===== config.mk =====
export PLATFORM = sky130hd
export DESIGN_NAME = mux2_pkt_arb
export DESIGN_NICKNAME = d
export VERILOG_FILES = /design/src/rtl/mux2_pkt_arb_pkg.sv /design/src/rtl/mux2_pkt_arb_pipe_reg.sv /design/src/rtl/mux2_pkt_arb.sv
export SDC_FILE = /design/constraint.sdc
export NUM_CORES = 1
export LEC_CHECK = 0
export ABC_AREA = 1
export CORE_MARGIN = 5
export CORE_UTILIZATION = 34
export DETAILED_ROUTE_END_ITERATION = 10
export PLACE_DENSITY = 0.74
export SLEW_MARGIN = 20
export SYNTH_ARGS = -nofsm -noshare
export SYNTH_HDL_FRONTEND = slang
export SYNTH_SLANG_ARGS = --single-unit
export TNS_END_PERCENT = 1

===== constraint.sdc =====
create_clock -name clk -period 1.5 [get_ports clk]
set_clock_uncertainty 0.1 [all_clocks]
set_input_delay 0.225 -clock clk [delete_from_list [all_inputs] [get_ports clk]]
set_output_delay 0.225 -clock clk [all_outputs]
set_load 0.01 [all_outputs]

===== src/rtl/mux2_pkt_arb_pkg.sv =====
// Shared types and defaults for the two-stream packet arbiter.
package mux2_pkt_arb_pkg;

  localparam int WIDTH_DEF = 8;

  typedef enum logic [1:0] {
    IDLE  = 2'd0,
    LOCK0 = 2'd1,
    LOCK1 = 2'd2
  } state_t;

endpackage


===== src/rtl/mux2_pkt_arb_pipe_reg.sv =====
// One-entry output register with valid/ready hold.
module pipe_reg #(
  parameter int W = 9
) (
  input  logic         clk,
  input  logic         rst,
  input  logic         i_valid,
  input  logic [W-1:0] i_data,
  output logic         o_ready,
  output logic         o_valid,
  output logic [W-1:0] o_data,
  input  logic         i_ready
);

  logic         r_valid;
  logic [W-1:0] r_data;

  assign o_ready = !r_valid || i_ready;
  assign o_valid = r_valid;
  assign o_data  = r_data;

  always_ff @(posedge clk) begin
    if (rst) begin
      r_valid <= 1'b0;
      r_data  <= '0;
    end else if (i_valid && o_ready) begin
      r_valid <= 1'b1;
      r_data  <= i_data;
    end else if (i_ready) begin
      r_valid <= 1'b0;
    end
  end

endmodule


===== src/rtl/mux2_pkt_arb.sv =====
// Packet-granular 2:1 arbiter: locks a stream until its last beat.
module mux2_pkt_arb
  import mux2_pkt_arb_pkg::*;
#(
  parameter int WIDTH = WIDTH_DEF
) (
  input  logic             clk,
  input  logic             rst,
  input  logic             i0_valid,
  input  logic [WIDTH-1:0] i0_data,
  input  logic             i0_last,
  output logic             i0_ready,
  input  logic             i1_valid,
  input  logic [WIDTH-1:0] i1_data,
  input  logic             i1_last,
  output logic             i1_ready,
  output logic             y_valid,
  output logic [WIDTH-1:0] y_data,
  output logic             y_last,
  input  logic             y_ready,
  output logic             s
);

  state_t r_state, w_state_nxt;
  logic   r_pri, w_pri_nxt;

  logic           w_pipe_rdy;
  logic           w_acc0, w_acc1;
  logic           w_in_valid;
  logic [WIDTH:0] w_in_data;
  logic [WIDTH:0] w_out;

  always_ff @(posedge clk) begin
    if (rst) begin
      r_state <= IDLE;
      r_pri   <= 1'b0;
    end else begin
      r_state <= w_state_nxt;
      r_pri   <= w_pri_nxt;
    end
  end

  always_comb begin
    i0_ready = !rst && (r_state == LOCK0) && w_pipe_rdy;
    i1_ready = !rst && (r_state == LOCK1) && w_pipe_rdy;
    w_acc0   = i0_valid && i0_ready;
    w_acc1   = i1_valid && i1_ready;
    w_in_valid = w_acc0 || w_acc1;
    w_in_data  = w_acc1 ? {i1_last, i1_data}
                        : {i0_last, i0_data};
  end

  // Grant on the cycle after request; release on accepted last beat
  always_comb begin
    w_state_nxt = r_state;
    w_pri_nxt   = r_pri;
    unique case (r_state)
      IDLE: begin
        if (i0_valid && (!i1_valid || !r_pri))
          w_state_nxt = LOCK0;
        else if (i1_valid)
          w_state_nxt = LOCK1;
      end
      LOCK0: begin
        if (w_acc0 && i0_last) begin
          w_state_nxt = IDLE;
          w_pri_nxt   = 1'b1;
        end
      end
      LOCK1: begin
        if (w_acc1 && i1_last) begin
          w_state_nxt = IDLE;
          w_pri_nxt   = 1'b0;
        end
      end
      default: w_state_nxt = IDLE;
    endcase
  end

  assign s = (r_state == LOCK1);

  pipe_reg #(
    .W(WIDTH + 1)
  ) u_pipe (
    .clk     (clk),
    .rst     (rst),
    .i_valid (w_in_valid),
    .i_data  (w_in_data),
    .o_ready (w_pipe_rdy),
    .o_valid (y_valid),
    .o_data  (w_out),
    .i_ready (y_ready)
  );

  assign y_last = w_out[WIDTH];
  assign y_data = w_out[WIDTH-1:0];

endmodule


==> reports/metrics.yaml <==
clock_network:
  cts_root_buffer: "clkbuf_4"
  cts_inserted_buffers: 3
  clkLatencyLatePin_ns: 0.28
  clockBufferDepth: 2
  htreeDepth: 1
  path_clk_slew_ns: 0.08
  tritoncts: "done"
  cts.sinks: 13
drt:
  drc: 0
  ant_nets: 0
  drtPass1Iterations: 4
  vias_per_cell: 4.83
  route.detailed.wl_per_inst_um: 12.8
  first_iter_violations: 12
  via_count: 879
  drt_wl_total_um: 2340
synth:
  synth_area_um2: 701
  synth_top_area_share: 0.371
  ys_seq_elements: 13
  synthTopCellsByArea: "dfxtp_1 (37%), nand2_1 (13%), nor2_1 (11%)"
  synthArstFlopShare: 0
  synthCells: 105
  yosys.area.top_type: "dfxtp_1"
  yosys.cell_count.top_type: "nand2_1"
  synth_nets: 128
  syn_avg_cell_area_um2: 6.67
  ys.flop_type: "dfxtp_1"
  synth_commonest_cells: "nand2_1 (24), nor2_1 (21), dfxtp_1 (13)"
  ys_warn_count: 0
  seq_area_frac_synth: 0.371
  synth_edf_count: 0
  synth_cell_types: 18
die:
  die_height_um: 55.4
  initial_core_util: 0.357
  core-area_um2: 1960
  pin_count: 36
  rows: 16
  die-area_um2: 3070
  die_x_um: 55.4
sta:
  maxSlewViolCount: 0
  worst_slack_ns: 0.0451
  rsz0062_at_grt: "yes"
  finalSetupViolations: 0
  slew_headroom: 0.727
  finalCritPeriodShare: 0.970
  hold_viol: 0
  tightestPinTransition_ns: 0.408
  period_minus_slack_ns: 1.45
  max_freq_mhz: 687
  tns_ns: 0
critical_path:
  start_kind: "flop"
  r2r_slack_ns: 0.05
  cp.arrival_ns: 1.13
  setup.worst_path.class: "flop to output port"
  end_kind: "output port"
  path_max_fanout: 3
  required_ns: 1.17
pwr:
  vdd_drop_max_uv: 415
  power_density_nw_per_um2: 695
  p_leak_nw: 0.721
worst_hold_path:
  hold_path_class: "flop to flop"
final_layout:
  drive_gt1_frac: 0.239
  final_cells: 182
  design_area_um2: 1240
  diodes: 0
  fin_nets: 179
  final_core_util: 0.631
  syn_to_final_growth_pct: 76.8
global_route:
  grt_max_degree: 13
  grt_antenna_before_repair: 0
  grt_pass1_wl_um: 3620
  grt_pass1_vias: 818
  grtUsageTotal: 0.148
  overflow: 0
outcome:
  outcome: "completed"
placed_design:
  post-place-ws_ns: -0.474
  dp.cells: 176
  gp_congestion: 0.904
  portBuffers: 35
  place_hpwl_um: 1710
  postPlaceCellArea_um2: 1140
job:
  cap_violations: 0
==> registers in the layout, summed over array words and instances, names as in the netlist <==
name / cells
r_pri: 1
r_state: 2
u_pipe.o_valid: 1
u_pipe.o_data: 9
==> cell families after synthesis <==
family                 count (synthesis)  synth area share
AOI/OAI and AO/OA                     16             0.132
buffers and inverters                 16             0.118
DFF                                   13             0.371
and+or+nand+nor                       60             0.379
==> final timing paths <==
kind / startpoint / to / cells past startpoint
setup reg to reg: u_pipe.o_valid / u_pipe.o_data[0] / 9
hold / removal: r_pri / r_pri / 2
hold reg to reg: r_pri / r_pri / 2
setup / recovery: r_state[0] / s / 5
==> per-stage QoR <==
stage | hold WS (ns) | total power, W
finish | 0.348 | 0.000861
global route | 0.391 | 0.000908
CTS | 0.352 | 0.000856
detailed placement | 0.340 | 0.000634
global placement | 0.338 | 0.000628
floorplan | 0.194 | 0.000490
==> where the power goes <==
part	internal, W	total (W)	switching (W)
sequential	0.000369	0.000383	0.0000133
combinational	0.000135	0.000250	0.000115
clock	0.000103	0.000229	0.000125
total	0.000608	0.000861	0.000254
==> placed cells by master, fill, tap and decap left out, types with 4 or more instances in the layout <==
master,n
nand2_1,23
nor2_1,21
clkdlybuf4s50_1,21
buf_4,11
dfxtp_1,10
o21ai_1,9
nand3_1,9
dlymetal6s2s_1,8
inv_1,7
inv_2,4
==> metal layers <==
metal  global-route usage  vias to the layer above  part of all wire
met4               0.0938                        0             0.031
met3               0.0186                        7             0.035
li1                     -                      439                 -
met2                0.284                       23              0.55
met1                0.147                      410              0.38
met5                    0                        -                 0
==> critical path, cell delays in order, from the launching register on <==
cell and delay, ns:
dfxtp_2 0.33, inv_2 0.05, nand2_2 0.06, buf_4 0.14, inv_1 0.05, clkdlybuf4s15_1 0.23
==> what timing repair did <==
item	CTS	global route
setup buffers	1	0
cloned	0	1
resized for setup	19	15
hold buffers	0	0
setup endpoints to repair	16	20
pin swaps	0	3
==> layout make-up <==
class	instances	area, um^2
sequential	13	264
inverter	12	47.5
tap	27	33.8
fill	175	723
clock buffer	4	26.3
multi-input combinational	77	394
timing repair buffer	49	473
Note: power is estimated with default switching activity, not from simulation.
==> RTL edit 1, RTL diff (same flow settings) <==
Reset style: asynchronous (`rst`), changed in 2 clocked blocks.
--- a/src/rtl/mux2_pkt_arb_pipe_reg.sv
+++ b/src/rtl/mux2_pkt_arb_pipe_reg.sv
@@ -19,7 +19,7 @@
   assign o_valid = r_valid;
   assign o_data  = r_data;
 
-  always_ff @(posedge clk) begin
+  always_ff @(posedge clk or posedge rst) begin
     if (rst) begin
       r_valid <= 1'b0;
       r_data  <= '0;
--- a/src/rtl/mux2_pkt_arb.sv
+++ b/src/rtl/mux2_pkt_arb.sv
@@ -30,7 +30,7 @@
   logic [WIDTH:0] w_in_data;
   logic [WIDTH:0] w_out;
 
-  always_ff @(posedge clk) begin
+  always_ff @(posedge clk or posedge rst) begin
     if (rst) begin
       r_state <= IDLE;
       r_pri   <= 1'b0;
Formal check against the unedited RTL: differs if rst is asserted again (counterexample within 4 cycles, from zero or initial values and one cycle with rst high); with rst held inactive, the same outputs for 10 cycles.
==> RTL edit 1 against the unedited design <==
Design area shrank 5.3%. Worst setup slack improved by 0.011 ns. Wire length fell by 25%. Sequential cell count did not move. Worst hold slack worse by 0.25 ns. First-iteration DRC count shrank 75%. Area after synthesis up 2.7%. Count of clock-buffer cells in the layout stayed put. Synthesized cell count decreased by 7.6%.
Power is not compared: it rests on default switching activity, and its combinational part moved more than twofold at a synthesized area within 25%.
==> RTL edit 1: results (changes against the unedited design) <==
Timing
  – Worst Tran Pin Value: 0.1829 ns (-0.2255 ns)
  – Hold WS: 0.1020 ns (-0.2464 ns)

Worst setup path
  – CP peak stage delay: 0.46 ns (+0.13 ns)
  – Worst r2r dst: u_pipe.o_data[4]
  – Reg2Reg Setup Slack: 0.13 ns (+0.08 ns)
  – Slowest-stage cell, CP: clkdlybuf4s50_1
  – Crit-path max FO: 2 (-1)
  – Reg2reg start: r_state[1]
  – Path depth of the worst reg2reg path: 9 (unchanged)

Finish
  – Fin nets: 166 (-7.3%)
  – Share of cells above drive strength 1: 17.61% (-6.3 points)
  – Layout fillers: 190 (+8.6%)

Global routing
  – Largest net degree at the start of global routing: 19 (+6)
  – Number of global-route vias before repair: 744 (-9.0%)
  – GRT Util Overall: 12.07% (-2.8 points)
  – First-pass GRT wire length: 3077 microns (-15%)

Place
  – DP Worst Slack: -0.3305 ns (+0.1438 ns)
  – I/O Buffers: 35 (unchanged)
  – GP Congestion: 0.8141 (-10%)
  – Placed cells: 164 (-6.8%)
  – Hpwl dp: 1381 microns (-19%)
  – Dpl cell area: 1136 sq um (-0.77%)

Clock tree
  – CTS buffer count: 3 (unchanged)

Drt
  – Total wire length: 1752 microns (-25%)
  – Uppermost routed layer: met3
  – DRT iter0 DRCs: 3 (-9)
  – Drt wl/cell: 10.37 microns (-19%)
  – Met2 Wirelength: 790 microns (-39%)
  – Wl on met1: 796 microns (-11%)
  – Routed wl met3: 166 microns (+100%)
  – Pre-Repair DR Iteration Count: 2 (-2)
  – Vias: 745 (-15%)

Worst hold path
  – HP Class: in2async

Synth
  – Synth unique cells: 19 (+1)
  – Syn Nets: 120 (-6.3%)
  – Most frequent cells after synthesis: 28 x nand2_1, 18 x inv_1, 15 x o21ai_0, 13 x dfrtp_1, 4 x nor2_1
  – Area contributors post-synth: dfrtp_1 45%, nand2_1 15%, o21ai_0 10%
  – Post-synth ARST share: 100.0% (+100 points)
  – Synth Instances: 97 (-7.6%)
  – Register area share after synthesis: 45.22% (+8.1 points)

Outcome
  – Status: finished clean

Pwr
  – VDD IR max: 0.0007556 V
  – Leak pwr: 0.6670 nW
[RTL edit 1: power breakdown]
part | internal (W) | switching, W
Combinational | 0.000417 | 0.000425
Sequential | 0.000515 | 0.0000923
Clock | 0.000103 | 0.000103
[RTL edit 1: metrics by stage]
step           setup TNS [ns]  utilization, %
2_1_floorplan               0               -
4_1_cts                     0           57.58
6_report                    0           59.22
3_3_place_gp           -2.371           57.32
5_1_grt             -0.008452           59.22
3_5_place_dp           -2.679           57.32
[RTL edit 1: how the worst max path moves through the flow]
stage | from | end | slack [ns]
floorplan | rst | u_pipe.o_data[1] | 0.07
global placement | y_ready | i1_ready | -0.31
detailed placement | y_ready | i0_ready | -0.33
CTS | u_pipe.o_data[8] | y_last | 0.002
global route | r_state[0] | i1_ready | -0.008
finish | y_ready | i0_ready | 0.06
[RTL edit 1: layout make-up]
class	instances	share of cell area, %
Clock buffer	4	2.239
Timing Repair Buffer	44	34.43
Sequential cell	13	27.72
Multi-Input combinational cell	61	26.12
Inverter	20	6.610
Tap cell	27	2.878
[RTL edit 1: worst max-delay path: cells and delay by family]
kind / cells / cell delay (ns)
buffers and inverters: 4 / 0.71
AND/OR/NAND/NOR: 2 / 0.18
[RTL edit 1: kinds of logic after synthesis]
kind of cell	share of synthesized area (%)
buf+inv	14.61
simple gates	24.69
compound gates	15.48
flops	45.22
[RTL edit 1: what timing repair did]
item	CTS	global route
pin swaps	0	1
setup buffers	0	1
gates resized for setup	17	14
endpoints found under the setup margin	11	11
[RTL edit 1: per-layer routing]
layer / vias to the layer above / global-route usage, %
met5: - / 0
met4: 0 / 5.085
met3: 0 / 5.336
met2: 29 / 18.70
met1: 325 / 14.45
li1: 391 / -
==> RTL edit 2, RTL diff (config.mk and constraints unchanged) <==
Without the edit above. The package constant `WIDTH_DEF` goes from 8 to 6.
--- a/src/rtl/mux2_pkt_arb_pkg.sv
+++ b/src/rtl/mux2_pkt_arb_pkg.sv
@@ -1,7 +1,7 @@
 // Shared types and defaults for the two-stream packet arbiter.
 package mux2_pkt_arb_pkg;
 
-  localparam int WIDTH_DEF = 8;
+  localparam int WIDTH_DEF = 6;
 
   typedef enum logic [1:0] {
     IDLE  = 2'd0,
Interface: changed (resized i0_data, i1_data and y_data); port bits go from 36 to 30. No check against the original RTL was run, so the function may have changed too.
==> RTL edit 2 against the unedited design <==
Worst setup slack improved by 0.0013 ns. Sequential cell count decreased by 2. Design area decreased by 13%. Wire length decreased by 24%. Area after synthesis decreased by 9.6%. Count of clock-buffer cells in the layout unchanged. Worst hold slack got worse by 0.10 ns. Register-to-register slack improved by 0.03 ns. Largest power group is now combinational cells. Total power increased by 8.4%.
==> RTL edit 2: results (changes against the unedited design) <==
Drt
  – Drt wl/cell: 11.12 microns (-13%)
  – DRT iter0 DRCs: 7 (-5)
  – Via density per instance: 4.597 (-4.8%)

Worst setup path
  – Crit-path max FO: 2 (-1)
  – Slowest-stage cell, CP: clkdlybuf4s50_1
  – Reg2Reg Setup Slack: 0.08 ns (+0.03 ns)

Global routing
  – Routing usage on met1: 15.14% (+0.39 points)
  – Number of global-route vias before repair: 663 (-19%)
  – M2 GR Usage: 22.52% (-5.9 points)
  – GRT Util Overall: 13.32% (-1.5 points)
  – Largest net degree at the start of global routing: 14 (+1)
  – GR Util met3: 3.944% (+2.1 points)

Timing
  – Worst Tran Pin Value: 0.2662 ns (-0.1421 ns)
  – Max Freq: 0.6880 GHz (about the same)
  – Hold WS: 0.2435 ns (-0.1049 ns)

Clock tree
  – Post-CTS setup buffers: 0 (-1)
  – CTS buffer count: 3 (unchanged)
  – CTS clock-pin slew for the worst setup and hold paths: 0.06 ns (-0.02 ns)
  – Clock Latency Late Sink: 0.26 ns (-0.02 ns)

Place
  – Hpwl dp: 1382 microns (-19%)
  – I/O Buffers: 29 (-17%)
  – GP Congestion: 0.7891 (-13%)
  – DP Worst Slack: -0.3490 ns (+0.1253 ns)
  – Placed cells: 154 (-13%)
  – Dpl cell area: 1023 sq um (-11%)

Finish
  – Layout fillers: 172 (-1.7%)
  – Cell Count, Final, Fillers Out: 159 (-13%)
  – Share of cells above drive strength 1: 26.12% (+2.2 points)
  – Largest register FFs: 7 (-2)

Worst hold path
  – HP Class: in2reg

Synth
  – Most frequent cells after synthesis: 17 x inv_1, 14 x nor2_1, 12 x nand2_1, 11 x dfxtp_1
  – Synth Area in Compound Gates: 17.79% (+4.6 points)
  – Register area share after synthesis: 34.78% (-2.4 points)
  – Area contributors post-synth: dfxtp_1 35%, inv_1 10%, nor2_1 8.3%
  – Mean Syn Cell Area: 6.882 sq um (+3.1%)
  – Syn Nets: 111 (-13%)

Outcome
  – Status: finished clean
-- RTL edit 2: power breakdown --
| group | leakage [nW] | total, W | switching, W | internal, W |
|---|---|---|---|---|
| Clock | 0.0150 | 0.000189 | 0.0000863 | 0.000103 |
| Combinational | 0.525 | 0.000387 | 0.000192 | 0.000195 |
| Sequential | 0.0904 | 0.000358 | 0.0000229 | 0.000335 |
| Total | 0.630 | 0.000934 | 0.000301 | 0.000633 |
-- RTL edit 2: layout make-up --
class                   instances  area [sq um]  area share [%]
clock buffers                   4         26.28           2.445
inverters                      19         71.32           6.636
multi-input cells              62         346.6           32.25
flip-flops and latches         11         222.7           20.72
well taps                      25         31.28           2.910
repair buffers                 38         376.6           35.04
-- RTL edit 2: worst reg2reg max path, stage by stage (launching register included) --
cell and delay, ns:
dfxtp_2 0.33, inv_2 0.05, nand2_2 0.05, buf_4 0.14, nor2_4 0.10, nand3_4 0.12, buf_12 0.17, nand2_1 0.08
o21ai_2 0.05, nor2_1 0.08, nor2_1 0.04
-- RTL edit 2: repair_timing --
item,in CTS,in global routing
cloned,0,1
endpoints found under the setup margin,3,15
resized for setup,9,11
pin swaps,0,2
-- RTL edit 2: path summary, 6_finish.rpt --
check,startpoint,endpoint,cells past startpoint
max,u_pipe.o_data[5],y_data[5],1
min,rst,r_state[0],3
max reg2reg,r_state[0],u_pipe.o_data[0],10
min reg2reg,r_pri,r_pri,2
-- RTL edit 2: logic make-up after synthesis --
logic type / Yosys count
AOI/OAI and AO/OA: 17
DFF: 11
and+or+nand+nor: 44
buffers and inverters: 20
-- RTL edit 2: per-layer routing --
layer,vias to the layer above,share of wire [%]
met1,327,43
met4,0,0.74
met3,2,7.6
met5,-,0
met2,27,49
li1,375,-
